**src/rtl/lif_spike_monitor.sv**
```systemverilog
// Windowed spike statistics for a LIF neuron: spike count, last inter-spike interval
// and peak membrane state, published once per window through a one-entry output register.
module lif_spike_monitor #(
  parameter int WINDOW_LEN = 256,
  parameter int COUNT_W    = 8,
  parameter int ISI_W      = 8
) (
  input  logic               clk,
  input  logic               reset,
  input  logic               enable,
  input  logic               spike,
  input  logic [7:0]         state,
  input  logic               out_ready,
  output logic               out_valid,
  output logic [COUNT_W-1:0] spike_count,
  output logic [ISI_W-1:0]   isi,
  output logic [7:0]         peak_state,
  output logic               overrun
);

  localparam int WCNT_W = (WINDOW_LEN > 1) ? $clog2(WINDOW_LEN) : 1;
  localparam logic [WCNT_W-1:0]  WCNT_LAST = WCNT_W'(WINDOW_LEN - 1);
  localparam logic [COUNT_W-1:0] CNT_MAX   = '1;
  localparam logic [ISI_W-1:0]   ISI_MAX   = '1;

  logic [WCNT_W-1:0]  wcnt;
  logic [COUNT_W-1:0] cnt, cnt_nxt;
  logic [7:0]         pk, pk_nxt;
  logic [ISI_W-1:0]   gap, gap_inc, last_isi, last_isi_nxt;
  logic               seen;
  logic               win_end, xfer, load;

  // Handshake: a record transfers on any edge where out_valid and out_ready are both high;
  // the record registers stay stable until then, and a window end that finds the register
  // occupied and not being drained is dropped and flagged in overrun.
  always_comb begin
    gap_inc      = (gap == ISI_MAX) ? gap : gap + 1'b1;
    cnt_nxt      = (spike && (cnt != CNT_MAX)) ? cnt + 1'b1 : cnt;
    pk_nxt       = (state > pk) ? state : pk;
    last_isi_nxt = (spike && seen) ? gap_inc : last_isi;
    win_end      = enable && (wcnt == WCNT_LAST);
    xfer         = out_valid && out_ready;
    load         = win_end && (!out_valid || out_ready);
  end

  always_ff @(posedge clk) begin
    if (reset) begin
      wcnt        <= '0;
      cnt         <= '0;
      pk          <= '0;
      gap         <= '0;
      last_isi    <= '0;
      seen        <= 1'b0;
      out_valid   <= 1'b0;
      spike_count <= '0;
      isi         <= '0;
      peak_state  <= '0;
      overrun     <= 1'b0;
    end else begin
      if (enable) begin
        wcnt     <= win_end ? '0 : wcnt + 1'b1;
        gap      <= spike ? '0 : gap_inc;
        last_isi <= last_isi_nxt;
        seen     <= seen | spike;
        // The snapshot takes this cycle's updates; accumulators restart for the next window.
        cnt      <= win_end ? '0 : cnt_nxt;
        pk       <= win_end ? '0 : pk_nxt;
      end
      if (load) begin
        out_valid   <= 1'b1;
        spike_count <= cnt_nxt;
        isi         <= last_isi_nxt;
        peak_state  <= pk_nxt;
      end else if (xfer) begin
        out_valid <= 1'b0;
      end
      if (win_end && out_valid && !out_ready) begin
        overrun <= 1'b1;
      end
    end
  end

endmodule

```
**config.mk**
```make
export PLATFORM = sky130hd
export DESIGN_NAME = lif_spike_monitor
export DESIGN_NICKNAME = d
export VERILOG_FILES = /design/src/rtl/lif_spike_monitor.sv
export SDC_FILE = /design/constraint.sdc
export NUM_CORES = 1
export LEC_CHECK = 0
export ABC_AREA = 1
export CAP_MARGIN = 20
export CORE_MARGIN = 1
export CORE_UTILIZATION = 40
export DETAILED_ROUTE_END_ITERATION = 8
export HOLD_SLACK_MARGIN = 0.08
export PLACE_DENSITY = 0.58
export SYNTH_ARGS = -nofsm -noshare
export SYNTH_HDL_FRONTEND = slang
export SYNTH_SLANG_ARGS = --single-unit
```
**constraint.sdc**
```tcl
create_clock -name clk -period 2.1 [get_ports clk]
set_input_delay 0.42 -clock clk [delete_from_list [all_inputs] [get_ports clk]]
set_output_delay 0.42 -clock clk [all_outputs]
set_load 0.005 [all_outputs]
```
==> results.py <==
metrics = {
    "outcome": {
        "status": "finished, final reports clean",
    },
    "detailed_routing": {
        "viasPerCell": 4.87,
        "drt_iter0_drc": 105,
        "drtPass1Iterations": 4,
        "route.detailed.drc": 0,
        "totalWireLength_mm": 7.77,
        "wl_per_cell_um": 11.7,
        "final_antenna_net_count": 0,
        "vias": 3221,
    },
    "setup_path": {
        "criticalPathCategory": "input port to flip-flop",
        "path_max_fanout": 8,
        "critPathMaxStageDelay_ns": 0.44,
        "crit_chain": "clkdlybuf4s50_1, ha_1, nand2_1, nor2_1, nand4_1, nand2_1, nand2_1, nand2_1, nand2_1, nand2_1, inv_1",
        "r2r_setup_slack_ns": 0.34,
        "cp-end-kind": "flip-flop",
        "worstPathArrival_ns": 2.16,
        "crit_required_ns": 2.35,
        "crit_path_frequent_cell": "nand2_1",
        "cp_slowest_cell": "clkdlybuf4s50_1",
        "crit_buf_inv": 2,
        "critical-path-top-delay-family": "simple AND/OR/NAND/NOR gates",
        "start_kind": "input port",
    },
    "grt": {
        "grt_antenna_before_repair": 0,
        "grt-ovfl-total": 0,
        "grt_pass1_vias": 2924,
        "grt_max_degree": 34,
        "grt_pass1_wl_mm": 13.3,
        "grt_use_total": 0.191,
    },
    "die": {
        "io_pins": 39,
        "std_cell_rows": 33,
        "die_h_um": 94.6,
        "coreArea_sq_mm": 0.00826,
        "start_util": 0.416,
        "die_w_um": 94.6,
        "die_area_sq_mm": 0.00895,
    },
    "clock_network": {
        "numCtsBuffers": 9,
        "cts_buffer_depth": 2,
        "clk_pin_slew_ns": 0.07,
        "ctsResizeCount": 0,
        "ctsHoldBuffers": 0,
        "cts.sinks": 67,
        "cts_tree": "done",
        "htree_levels": 3,
        "clockRootBuffer": "clkbuf_8",
        "clkLatencyLatePin_ns": 0.34,
        "postCtsSetupBuffers": 0,
    },
    "timing": {
        "rsz0062_at_grt": "false",
        "maxSlewHeadroom": 0.653,
        "post-route-period-util": 0.914,
        "min_period_ns": 1.92,
        "drv_slew": 0,
        "worst_slew_pin_slew_ns": 0.519,
        "timing_hold_violations_final": 0,
        "skew_ns": 0.00451,
        "hold-worst-slack_ns": 0.468,
        "tns_ns": 0,
        "max_freq_ghz": 0.521,
        "setup_viol": 0,
    },
    "cells_and_area": {
        "final_area_sq_mm": 0.00421,
        "diodes": 0,
        "n_fill_cell": 849,
        "drive_gt1_frac": 0.0934,
        "area_delta_synth_final_pct": 22.8,
        "num-nets-final": 576,
        "final_cells": 662,
    },
    "power": {
        "p_per_area_mw_per_mm2": 670,
        "total_power_uw": 2820,
        "p_leak_uw": 0.00184,
        "peakVddDrop_v": 0.000366,
    },
    "synthesis": {
        "synth-xor-area-share": 0.0153,
        "syn_inst": 503,
        "synthAdderAreaFrac": 0.0401,
        "synth_seq_cells": 67,
        "netlist_area_sq_mm": 0.00343,
        "synth_top_family_by_area": "simple AND/OR/NAND/NOR gates",
        "synth_edf_count": 0,
        "avgSynthCellArea_sq_um": 6.82,
        "ys_seq_area_frac": 0.391,
        "syn-num-nets": 527,
        "synth_compound_area_frac": 0.123,
        "synthSimpleGateAreaFrac": 0.330,
        "synth_mux_area_frac": 0,
        "yosys.cell_types.count": 34,
        "synth-main-ff-cell": "dfxtp_1",
        "synthArstFlopShare": 0,
        "yosys_warnings": 0,
    },
    "job": {
        "drv_cap": 0,
    },
    "hold_path": {
        "min_path_type": "flip-flop to flip-flop",
    },
    "place": {
        "dp_cells": 646,
        "dp_hpwl_mm": 5.66,
        "globalplace.congestion": 0.849,
        "dpl-instance-area_sq_mm": 0.00401,
        "io_buffers": 38,
    },
}
worst paths after layout:
| check | startpoint | endpoint | cells after the start |
|---|---|---|---|
| max | state[7] | peak_state[1]$_SDFFE_PP0P_ | 11 |
| min | pk[2]$_SDFFE_PP0P_ | pk[2]$_SDFFE_PP0P_ | 2 |
| max reg2reg | pk[7]$_SDFFE_PP0P_ | peak_state[1]$_SDFFE_PP0P_ | 11 |
| min reg2reg | pk[2]$_SDFFE_PP0P_ | pk[2]$_SDFFE_PP0P_ | 2 |
synth_stat cells (2+ instances only):
cell	count	area, sq um
a21oi_1	49	245
buf_2	6	30.0
buf_6	2	22.5
clkbuf_1	8	30.0
dfxtp_1	67	1340
ha_1	11	138
inv_1	64	240
inv_2	2	7.51
nand2_1	135	507
nand3_1	44	220
nand4_1	4	25.0
nor2_1	54	203
nor2_2	8	50.1
nor2_4	2	22.5
nor3_1	3	15.0
o211ai_1	4	30.0
o21ai_0	19	95.1
xor2_1	5	43.8
cell usage in the layout, fill, tap and decap left out, types with 2 or more instances in the layout:
cell,n
nand2_1,135
dfxtp_1,67
inv_1,64
nor2_1,54
a21oi_1,49
nand3_1,44
clkdlybuf4s50_1,37
o21ai_0,19
buf_4,14
ha_1,11
clkbuf_8,9
nor2_2,8
xor2_1,5
o211ai_1,4
nand4_1,4
clkinv_2,4
nor3_1,3
buf_12,3
inv_2,2
nor2_4,2
bufinv_16,2
power by group:
part           switching, uW  leakage, uW  internal (uW)
clock                    487     0.000110            661
combinational            208      0.00119            133
sequential              25.5     0.000544           1310
total                    720      0.00184           2100
logic make-up after synthesis:
group / Yosys count
AO/OA/AOI/OAI: 78
adder cells (fa/ha/maj): 11
buffers and inverters: 83
AND/OR/NAND/NOR: 258
XOR/XNOR: 6
flip-flops: 67
state kept, by name, summed over array words and instances, names as in the netlist, 8 cells and up:
register	count
wcnt	8
isi	8
gap	8
pk	8
last_isi	8
spike_count	8
peak_state	8
cnt	8
worst reg2reg max path: cells and delay by family, from the launching register on:
kind,cells,cell delay (ns)
flops,1,0.33
simple gates,8,0.96
buf+inv,2,0.09
fa+ha+maj,1,0.29
metal layers:
metal / vias up / part of all wire / track usage
met3: 10 / 0.042 / 0.0346
met5: - / 0 / 0
met2: 68 / 0.47 / 0.323
met1: 1449 / 0.48 / 0.238
li1: 1694 / - / -
met4: 0 / 0.015 / 0.0758
metrics by stage:
step | util | setup WS (ns)
floorplan | - | 0.357
global placement | 0.485 | -0.143
detailed placement | 0.485 | -0.157
CTS | 0.510 | 0.204
global route | 0.510 | 0.0208
finish | 0.510 | 0.181
final cells by class:
class / instances / area, sq um / share of cell area
clock buffer: 10 / 128 / 0.0303
clock inverter: 6 / 80.1 / 0.0190
timing repair buffer: 55 / 541 / 0.128
tap: 105 / 131 / 0.0312
sequential: 67 / 1340 / 0.318
inverter: 66 / 248 / 0.0588
multi-input combinational: 353 / 1750 / 0.414
(Power assumes the default switching activity.)
